File: src/rtl/max_argmax_pipe.sv
// max_argmax_pipe: pipelined N-input max/min reduction returning the extreme value and its lowest index
module max_argmax_pipe #(
   parameter int N    = 6,
   parameter int W    = 6,
   parameter int IDXW = $clog2(N),
   parameter int L    = $clog2(N)
) (
   input  logic            clk,
   input  logic            rst,
   input  logic            in_valid,
   output logic            in_ready,
   input  logic [N*W-1:0]  in_data,
   input  logic            in_mode,
   output logic            out_valid,
   input  logic            out_ready,
   output logic [W-1:0]    out_data,
   output logic [IDXW-1:0] out_idx,
   output logic            out_mode
);
   localparam int P = 1 << L;
   logic            w_adv;
   logic [L-1:0]    w_pv;
   logic [L-1:0]    w_pm;
   logic [L-1:0]    r_vld;
   logic [L-1:0]    r_mode;
   logic [W-1:0]    w_sv [2*P-2];
   logic [IDXW-1:0] w_si [2*P-2];
   logic [W-1:0]    w_nv [P-1];
   logic [IDXW-1:0] w_ni [P-1];
   logic [W-1:0]    r_v  [P-1];
   logic [IDXW-1:0] r_i  [P-1];
   assign w_adv     = !out_valid || out_ready;
   assign in_ready  = w_adv;
   assign w_pv      = L'({r_vld, in_valid});
   assign w_pm      = L'({r_mode, in_mode});
   assign out_valid = r_vld[L-1];
   assign out_mode  = r_mode[L-1];
   assign out_data  = r_v[P-2];
   assign out_idx   = r_i[P-2];
   // leaves (real elements then mode-dependent pads) and registered levels feed each node's two-way pick; left child wins ties
   always_comb begin
      int a;
      int n;
      logic b;
      a = 0;
      n = 0;
      b = 1'b0;
      w_sv = '{default: '0};
      w_si = '{default: '0};
      w_nv = '{default: '0};
      w_ni = '{default: '0};
      for (int k = 0; k < N; k++) begin
         w_sv[k] = in_data[k*W +: W];
         w_si[k] = IDXW'(k);
      end
      for (int k = N; k < P; k++) begin
         w_sv[k] = {W{in_mode}};
         w_si[k] = IDXW'(k);
      end
      for (int k = 0; k < P - 2; k++) begin
         w_sv[P+k] = r_v[k];
         w_si[P+k] = r_i[k];
      end
      for (int s = 0; s < L; s++)
         for (int j = 0; j < (P >> (s + 1)); j++) begin
            a = (2 * P) - ((2 * P) >> s) + 2 * j;
            n = P - (P >> s) + j;
            b = w_pm[s] ? (w_sv[a+1] < w_sv[a]) : (w_sv[a+1] > w_sv[a]);
            w_nv[n] = b ? w_sv[a+1] : w_sv[a];
            w_ni[n] = b ? w_si[a+1] : w_si[a];
         end
   end
   // all levels shift together when the output is free; data loads only behind a valid entry so idle inputs never reach the outputs
   always_ff @(posedge clk or posedge rst)
      if (rst) begin
         r_vld  <= '0;
         r_mode <= '0;
         r_v    <= '{default: '0};
         r_i    <= '{default: '0};
      end else if (w_adv) begin
         r_vld <= w_pv;
         for (int s = 0; s < L; s++)
            if (w_pv[s]) begin
               r_mode[s] <= w_pm[s];
               for (int j = 0; j < (P >> (s + 1)); j++) begin
                  r_v[P - (P >> s) + j] <= w_nv[P - (P >> s) + j];
                  r_i[P - (P >> s) + j] <= w_ni[P - (P >> s) + j];
               end
            end
      end
endmodule

File: config.mk
export PLATFORM = sky130hd
export DESIGN_NAME = max_argmax_pipe
export DESIGN_NICKNAME = d
export VERILOG_FILES = /design/src/rtl/max_argmax_pipe.sv
export SDC_FILE = /design/constraint.sdc
export NUM_CORES = 1
export LEC_CHECK = 0
export CORE_AREA = 2 2 80 82
export DETAILED_ROUTE_END_ITERATION = 10
export DIE_AREA = 0 0 82 84
export PLACE_DENSITY = 0.85
export SLEW_MARGIN = 20
export SYNTH_ARGS = -nofsm -noshare
export SYNTH_HDL_FRONTEND = slang
export SYNTH_SLANG_ARGS = --single-unit
File: constraint.sdc
create_clock -name clk -period 3.4 [get_ports clk]
set_input_delay 0.51 -clock clk [delete_from_list [all_inputs] [get_ports clk]]
set_output_delay 0.51 -clock clk [all_outputs]
set_load 0.01 [all_outputs]
==> results by group, run 1 <==
Outcome
  – Status: complete, no violations

STA
  – Max-slew violations: 0
  – Unrepaired setup endpoints after global routing: false
  – Minimum clock period: 2.62 ns
  – Setup Viol. Count Final: 0
  – Fin crit share: 0.772
  – Slew HR: 0.415
  – Max Fclk: 381 MHz
  – Post-Route Setup TNS: 0 ns
  – Slew @ Worst Pin: roughly 0.9 ns
  – Final Hold Viols: 0
  – Final setup skew: 0.00770 ns
  – Worst Hold Margin: 0.475 ns

Pwr
  – Pleak: 1.90 nW
  – Pwr Density: 676 mW/mm^2
  – Worst vdd ir: about 0.43 mV
  – Power Total: 2.75 mW

Synth
  – Mux cell area share after synthesis: 0
  – Largest family of logic cells by synthesized area: compound AO/OA/AOI/OAI gates
  – Ys Warns: 0
  – Syn_area_per_cell: between 9 and 10 um^2
  – Mapped Nets: 451
  – Seq cells post-synth: 54
  – Unique cell type count in the Yosys netlist: 37
  – Synthesized instance count: 374
  – Xor-xnor portion of the synthesized cell area: 0
  – Post-synthesis simple-gate area fraction: 0.149
  – Cell Area, Synth: about 0.0035 mm^2
  – Synthesized-area fraction occupied by adder cells: 0.129
  – Compound-Gate Fraction of Synth Area: 0.242
  – Register area share after synthesis: 0.387

Clock tree
  – Worst-path clk slew: around 0.080 ns
  – TritonCTS buffer count: 5
  – Clock buffer depth: 2
  – CTS tree: done
  – Clk_lat worst skew: 0.31 ns
  – CTS Hold Buffers Added: 0
  – PostCTS Resize Cnt: 0
  – CTS H-tree lvls: 2
  – Setup repair bufs after CTS: 0
  – Root Driver: clkbuf_8
  – Clk sinks: 54

Place
  – Post-DP HPWL: slightly below 6000 um
  – Port Buffer Count: 52
  – RD Place Congestion: 0.854

Setup path
  – WS Path Type: input port to flip-flop
  – Data arrival time of the critical path: between 2 and 3 ns
  – CP required: 3.59 ns
  – Highest net fanout along the worst path: 7
  – Crit path launch type: input port
  – Max incr delay on CP: just under 0.6 ns
  – Crit. End Element: flip-flop
  – Slowest-stage cell, CP: or4b_1
  – Worst Path Buf+Inv: 2
  – Worst path top cell family by delay: simple AND/OR/NAND/NOR gates
  – Critical path cell sequence: clkdlybuf4s50_1, inv_1, ha_1, and4_4, o21a_1, or4b_1, and3_4, a221o_1

Floorplan
  – Chip width: ~82 um
  – Die area: roughly 0.0069 mm^2
  – Core ar.: approximately 0.0061 mm^2
  – FP Rows: 29
  – Initial Util: 0.573
  – # IOs: 53
  – DIE HEIGHT: 84 um

Routing
  – Vias per inst: 5.81
  – Post-DR wirelength/cell: about 15 um
  – Initial DRC count: 108
  – Routed Antenna Nets: 0
  – DRT Pass-1 Iters: 4
  – Vias: roughly 2800
  – Total wire length: 7290 um
  – DRC viols: 0

Global routing
  – Tot GR Track Use: 0.222
  – Pin count of the biggest net entering global routing: 55
  – Global-route wire length before repair: 12000 um
  – Antenna violations before repair: 0
  – Grt total ovfl: 0
  – Via count of the first global-routing pass: about 2800

Finish
  – Net count, final: 484
  – Share of layout cells above drive strength 1: 0.0637
  – Fillers: ~500
  – Ant. Diodes: 0
  – Most frequent cells in the layout: nand2_1, dfrtp_1, clkdlybuf4s50_1, a21oi_1, inv_1
  – Layout area overhead: 16.1%

Hold path
  – HP Class: flip-flop to flip-flop

Flow run
  – Maxcap violations: 0
per-stage QoR:
stage           util  instances  instance area, um^2  worst slack (ns)
6_report       0.666        485                 4060             0.777
5_1_grt        0.666        485                 4060             0.702
4_1_cts        0.666        485                 4060             0.776
3_5_place_dp   0.648        477                 3950             0.448
3_3_place_gp   0.648        477                 3950             0.509
2_1_floorplan      -        374                 3490             0.965
registers in the layout, summed over array words and instances (netlist names):
signal / count
out_data: 6
r_i: 9
r_mode: 3
r_vld: 3
out_idx: 3
r_v: 30
synthesized netlist by cell type:
| master | instances | area, um^2 |
|---|---|---|
| a31oi_1 | 5 | 31.3 |
| o21ai_1 | 4 | 20.0 |
| o31ai_2 | 4 | 50.1 |
| or4b_4 | 2 | 27.5 |
| o31a_1 | 1 | 8.76 |
| and4_4 | 3 | 33.8 |
| buf_2 | 2 | 10.0 |
| dfrtp_1 | 54 | 1350 |
| ha_1 | 36 | 450 |
| and2_1 | 4 | 25.0 |
| buf_4 | 9 | 67.6 |
| a311o_1 | 1 | 10.0 |
| clkbuf_1 | 11 | 41.3 |
| nor3_1 | 1 | 5.00 |
| nand2_1 | 54 | 203 |
| a21o_1 | 7 | 52.6 |
| nor2b_1 | 6 | 37.5 |
| nand4_1 | 1 | 6.26 |
| and3_1 | 2 | 12.5 |
| nor3_2 | 1 | 10.0 |
| buf_1 | 1 | 3.75 |
| o21a_1 | 3 | 22.5 |
| a211oi_1 | 5 | 37.5 |
| o21a_4 | 2 | 30.0 |
| inv_1 | 39 | 146 |
| and4_1 | 3 | 26.3 |
| and3_4 | 3 | 33.8 |
| o21ai_0 | 6 | 30.0 |
| nor2_1 | 15 | 56.3 |
| a21oi_1 | 43 | 215 |
| or4b_1 | 1 | 10.0 |
| a22oi_1 | 1 | 7.51 |
| nand2b_1 | 2 | 12.5 |
| a221o_1 | 33 | 330 |
| or3_1 | 2 | 12.5 |
| buf_6 | 5 | 56.3 |
| nand3_1 | 2 | 10.0 |
final cells by class:
type / count / area (um^2) / share of cell area
Multi-Input combinational cell: 253 / 1820 / 0.448
Sequential cell: 54 / 1350 / 0.333
Timing Repair Buffer: 54 / 536 / 0.132
Inverter: 39 / 148 / 0.0364
Clock buffer: 8 / 110 / 0.0271
Tap cell: 77 / 96.3 / 0.0237
power by group:
part           internal [mW]  leakage, nW  switching, mW
Sequential             0.882        0.656          0.201
Combinational          0.604         1.18          0.652
Clock                  0.206       0.0575          0.201
routing by layer:
metal / track usage / wire, um / vias up
met3: 0.0411 / 298 / 13
met5: 0 / 0 / -
met4: 0.0818 / 135 / 0
li1: - / - / 1404
met2: 0.391 / 3660 / 78
met1: 0.261 / 3190 / 1325
logic make-up after synthesis:
group,Yosys count
AOI/OAI and AO/OA,115
and+or+nand+nor,102
buffers and inverters,67
DFF,54
adders and majority gates,36
path summary, 6_finish.rpt:
kind / cells after the start / slack, ns / end / start
max reg2reg: 7 / 1.06 / r_v[13] / r_v[41]
min reg2reg: 1 / 0.48 / r_i[10] / r_i[10]
min in group asynchronous: 2 / 0.68 / out_idx[2] / rst
max in group asynchronous: 2 / 2.20 / r_v[24] / rst
min: 1 / 0.48 / r_i[10] / r_i[10]
max: 8 / 0.78 / r_v[28] / in_data[28]
Power figures use the tool's default switching activity.
==> run 2, diff against run 1 <==
CORE_AREA = 2 2 83 85   (was 2 2 80 82)
DIE_AREA = 0 0 85 87   (was 0 0 82 84)
PLACE_DENSITY = 0.8   (was 0.85)
clock period = 2.5 ns   (was 3.4 ns; I/O delays follow)
==> run 2 against run 1 <==
- global-route usage down 0.58 points
- flip-flop and latch count did not move
- register-to-register slack got worse by 0.80 ns
- clock-buffer cell count is 3 lower
- sequential power rose by 37%
- total power increased by 41%
- wire length is 4.0% higher
- worst setup slack worse by 0.65 ns
- largest cell class unchanged
- clock skew barely moved
- highest routed layer unchanged
- non-clock buffer count is 47 higher
- critical endpoint unchanged
- final cell count up 10%
- via count increased by 5.4%
- largest power group unchanged
==> results by group, run 2 (synthesized netlist as in run 1, its figures left out) <==
Outcome
  – Status: complete, no violations

Routing
  – Total wire length: 7580 um
  – Initial DRC count: 93
  – Vias per inst: 5.55
  – Post-DR wirelength/cell: 14.2 um
  – Vias: 2971
  – DRT Pass-1 Iters: 4
  – DRC viols: 0
  – Routed Antenna Nets: 0

Hold path
  – HP Class: input port to async pin

Clock tree
  – CTS Hold Buffers Added: 0
  – Root Driver: clkbuf_8
  – Clock buffer depth: 2
  – Clk_lat worst skew: 0.31 ns
  – PostCTS Resize Cnt: 0
  – Worst-path clk slew: 0.09 ns
  – Clk sinks: 54
  – CTS tree: done
  – CTS H-tree lvls: 2
  – Setup repair bufs after CTS: 0
  – TritonCTS buffer count: 5

Setup path
  – Data arrival time of the critical path: 2.57 ns
  – Slowest-stage cell, CP: or4b_1
  – R2R setup slack: 0.26 ns
  – RR Endpoint: out_idx[1]
  – Crit. End Element: flip-flop
  – Highest net fanout along the worst path: 7
  – WS Path Type: input port to flip-flop
  – CP required: 2.70 ns
  – R2R cell count: 6
  – Crit path launch type: input port
  – Max incr delay on CP: approximately 0.52 ns
  – Critical path cell sequence: clkdlybuf4s50_1, inv_1, ha_1, and4_4, o21a_1, or4b_1, and3_4, a221o_1
  – Crit Reg-Reg Startpoint: r_v[11]

STA
  – Final setup skew: 0.00791 ns
  – Unrepaired setup endpoints after global routing: false
  – Slew HR: 0.623
  – Fin crit share: 0.949
  – Max Fclk: 422 MHz
  – Setup Viol. Count Final: 0
  – Final Hold Viols: 0
  – Slew @ Worst Pin: around 0.56 ns
  – Minimum clock period: approximately 2.4 ns
  – Worst Hold Margin: 0.407 ns
  – Post-Route Setup TNS: 0 ns
  – Max-slew violations: 0
  – Final worst setup slack: 0.128 ns

Finish
  – Layout Cells excl Fill: 535
  – Most frequent cells in the layout: nand2_1, dfrtp_1, clkdlybuf4s50_1, buf_4, a21oi_1
  – Net count, final: 531
  – Layout area overhead: 26.6%
  – Ant. Diodes: 0
  – Reg area: between 0.001 and 0.0015 mm^2
  – Finished Core Util: 0.674
  – Largest register FFs: 30
  – Multi-input gate area: 0.00182 mm^2
  – Biggest register: r_v
  – Post-Layout Inst Area: about 0.0044 mm^2
  – Share of layout cells above drive strength 1: 0.160
  – Fillers: 529

Pwr
  – Worst vdd ir: between 0.6 and 0.7 mV
  – Pwr Density: between 800 and 900 mW/mm^2
  – Power Total: between 3 and 4 mW
  – Pleak: 2.13 nW

Place
  – Post-Place Cells: 527
  – Post-DP HPWL: 6390 um
  – DP Area: 0.00432 mm^2
  – Placement Setup Slack: -0.204 ns
  – Port Buffer Count: 52
  – RD Place Congestion: 0.823

Global routing
  – Via count of the first global-routing pass: roughly 2900
  – Tot GR Track Use: 0.216
  – Global-route wire length before repair: 12800 um
  – Grt total ovfl: 0
  – Pin count of the biggest net entering global routing: 32
  – Antenna violations before repair: 0

Flow run
  – Maxcap violations: 0

Floorplan
  – DIE HEIGHT: 87 um
  – FP Rows: 30
  – Die area: 0.00740 mm^2
  – Initial Util: 0.532
  – Core ar.: 0.00657 mm^2
  – # IOs: 53
  – Chip width: 85 um
run 2: cell count changes in the layout (fill, tap and decap cells not counted), sizes merged:
cell,previous run,this run
bufinv,0,1
inv,38,39
buf,2,49
clkinv,1,2
clkbuf,8,5
run 2: worst max-delay path by stage:
stage           startpoint       to  slack [ns]  depth (start not counted)
5_1_grt        in_data[28]  r_v[24]        0.06                          8
2_1_floorplan  in_data[17]  r_v[30]        0.20                          9
6_report       in_data[28]  r_v[28]        0.13                          8
4_1_cts        in_data[13]  r_v[31]        0.13                          8
3_5_place_dp   in_data[13]  r_v[31]       -0.20                          8
3_3_place_gp    in_data[3]  r_v[41]       -0.14                          8
run 2: area by class of cell:
| class | instances | area share |
|---|---|---|
| well taps | 80 | 0.0226 |
| inverters | 39 | 0.0331 |
| flip-flops and latches | 54 | 0.305 |
| clock buffers | 5 | 0.0155 |
| repair buffers | 101 | 0.204 |
| multi-input cells | 253 | 0.411 |
| clock inverters | 3 | 0.00905 |
run 2: critical path: cells and delay by family:
| family | cells | cell delay (ns) |
|---|---|---|
| buf+inv | 2 | 0.53 |
| simple gates | 3 | 0.96 |
| fa+ha+maj | 1 | 0.30 |
| compound gates | 2 | 0.40 |
run 2: power breakdown:
part | switching (mW) | total (mW) | internal, mW
logic | 0.911 | 1.82 | 0.910
registers | 0.279 | 1.48 | 1.20
clock network | 0.275 | 0.569 | 0.295
run 2: metal layers:
layer | routed length (um) | GRT usage | vias up
li1 | - | - | 1508
met1 | 3350 | 0.251 | 1389
met2 | 3810 | 0.399 | 64
met3 | 241 | 0.0379 | 10
met4 | 170 | 0.0736 | 0
met5 | 0 | 0 | -
==> run 3, diff against run 2 <==
CAP_MARGIN = 20   (was unset)
GPL_TIMING_DRIVEN = 0   (was unset)
==> run 3 against run 2 <==
- global-route usage increased by 0.33 points
- core utilization fell by 0.72 points
- combinational power up 4%
- die area unchanged
- wire length increased by 6.1%
- first-iteration DRC count increased by 51%
- register-to-register slack worse by 0.10 ns
- clock-buffer cell count unchanged
- worst hold slack lost 0.061 ns
==> results by group, run 3 (synthesized netlist as in run 1, its figures left out) <==
Outcome
  – Status: complete, no violations

Pwr
  – Pint: approximately 2.5 mW
  – Clock power share: 0.151
  – P_sw: 1.52 mW
  – Worst vdd ir: 0.526 mV
  – Pwr Density: about 910 mW/mm^2
  – Pleak: 2.07 nW
  – Combinational share of power: 0.476
  – Power Total: 3.97 mW
  – Flop pwr share: 0.373
  – Net Sw Frac: 0.382

Setup path
  – Slowest-stage cell, CP: or4b_4
  – Crit path launch type: input port
  – R2R setup slack: between 0.15 and 0.2 ns
  – Max incr delay on CP: 0.52 ns
  – Critical path cell sequence: clkdlybuf4s50_1, ha_1, nor2b_1, o21a_1, or4b_4, buf_6, and3_4, buf_6, a221o_1
  – WS Path Type: input port to flip-flop
  – Crit Reg-Reg Startpoint: r_v[41]
  – Data arrival time of the critical path: around 2.7 ns
  – Crit. End Element: flip-flop
  – Worst path top cell family by delay: simple AND/OR/NAND/NOR gates
  – Worst Path Buf+Inv: 3
  – Highest net fanout along the worst path: 7
  – R2R cell count: 8
  – CP required: 2.70 ns
  – Most common cell on crit path: buf_6
  – RR Endpoint: r_v[14]

Clock tree
  – CTS H-tree lvls: 2
  – CTS tree: done
  – TritonCTS buffer count: 5
  – Root Driver: clkbuf_8
  – Clock buffer depth: 2
  – Worst-path clk slew: 0.10 ns
  – Clk_lat worst skew: 0.32 ns
  – Clk sinks: 54

STA
  – Setup Viol. Count Final: 0
  – Max-slew violations: 0
  – Final Hold Viols: 0
  – Max Fclk: 405 MHz
  – Slew @ Worst Pin: 0.529 ns
  – Unrepaired setup endpoints after global routing: false
  – Slew HR: 0.645
  – Final worst setup slack: 0.0331 ns
  – Fin crit share: 0.987
  – Post-Route Setup TNS: 0 ns
  – Final setup skew: 0.0108 ns
  – Minimum clock period: 2.47 ns

Floorplan
  – DIE HEIGHT: about 87 um
  – FP Rows: 30
  – Die area: 0.00740 mm^2
  – Chip width: 85 um
  – Initial Util: 0.532
  – Core ar.: 0.00657 mm^2
  – # IOs: 53

Place
  – Port Buffer Count: between 50 and 60
  – Post-DP HPWL: between 6000 and 7000 um
  – Placement Setup Slack: -0.422 ns
  – RD Place Congestion: 0.807
  – Post-Place Cells: 507

Finish
  – Finished Core Util: 0.666
  – Net count, final: 513
  – Ant. Diodes: 0
  – Share of layout cells above drive strength 1: 0.126
  – Layout Cells excl Fill: approximately 520
  – Largest register FFs: 30
  – Layout area overhead: 25.3%
  – Biggest register: r_v
  – Most frequent cells in the layout: nand2_1, dfrtp_1, a21oi_1, clkdlybuf4s50_1, inv_1

Global routing
  – Grt total ovfl: 0
  – Via count of the first global-routing pass: 2899
  – Global-route wire length before repair: 13100 um
  – Pin count of the biggest net entering global routing: 38
  – Tot GR Track Use: 0.219
  – Antenna violations before repair: 0

Routing
  – WL met2: 4150 um
  – Routed Antenna Nets: 0
  – Total wire length: 8040 um
  – DRT Pass-1 Iters: 4
  – Initial DRC count: 140
  – Post-DR wirelength/cell: 15.5 um
  – Vias per inst: 5.71
  – DR top layer: met4
  – Vias: 2953
  – Routed wire length on met3: 282 um
  – DRT met1 WL: 3480 um
  – DRC viols: 0

Flow run
  – Maxcap violations: 0

Hold path
  – HP Class: input port to async pin
[run 3: cell count changes in the layout (fill, tap and decap cells not counted), sizes merged]
cell / previous run / this run
buf: 49 / 21
clkdlybuf4s50: 52 / 41
clkbuf: 5 / 15
dlymetal6s2s: 0 / 7
dlygate4sd2: 0 / 4
clkinv: 2 / 0
clkinvlp: 0 / 1
inv: 39 / 40
[run 3: how the worst max path moves through the flow]
stage,endpoint,cells past startpoint,slack (ns),from
5_1_grt,r_v[29],9,0.003,in_data[31]
3_3_place_gp,r_v[38],10,-0.36,in_data[5]
2_1_floorplan,r_v[30],9,0.20,in_data[17]
6_report,r_v[26],9,0.03,in_data[31]
4_1_cts,r_v[29],10,0.01,in_data[29]
3_5_place_dp,r_v[30],10,-0.42,in_data[17]
[run 3: area by class of cell]
type                            count  area, um^2
Tap cell                           80         100
Clock inverter                      3        48.8
Timing Repair Buffer               58         591
Buffer                             25         159
Fill cell                         560        2190
Sequential cell                    54        1350
Clock buffer                        5        68.8
Inverter                           39         146
Multi-Input combinational cell    253        1910
[run 3: power by group through the flow]
stage                     Combinational [mW]  Sequential [mW]  Clock (mW)
after floorplan                         1.35             1.39           0
after global placement                  1.76             1.48           0
after detailed placement                1.86             1.50           0
after CTS                               1.88             1.48       0.616
after global routing                    2.12             1.52       0.644
final                                   1.89             1.48       0.600
[run 3: what timing repair did]
item / in CTS / in global routing
hold endpoints to repair: 0 / 0
hold buffers: 0 / 0
gates resized for setup: 13 / 11
endpoints found under the setup margin: 18 / 25
setup buffers: 2 / 3
pin swaps: 6 / 1
[run 3: metrics by stage]
| stage | hold slack (ns) | instance area [um^2] |
|---|---|---|
| final | 0.346 | 4380 |
| after global routing | 0.361 | 4380 |
| after CTS | 0.351 | 4330 |
| after detailed placement | 0.453 | 4140 |
| after global placement | 0.451 | 4120 |
| after floorplan | 0.435 | 3490 |
[run 3: routing by layer]
metal / up-vias / track usage
li1: 1465 / -
met1: 1396 / 0.259
met2: 80 / 0.396
met3: 12 / 0.0360
met4: 0 / 0.0866
met5: - / 0
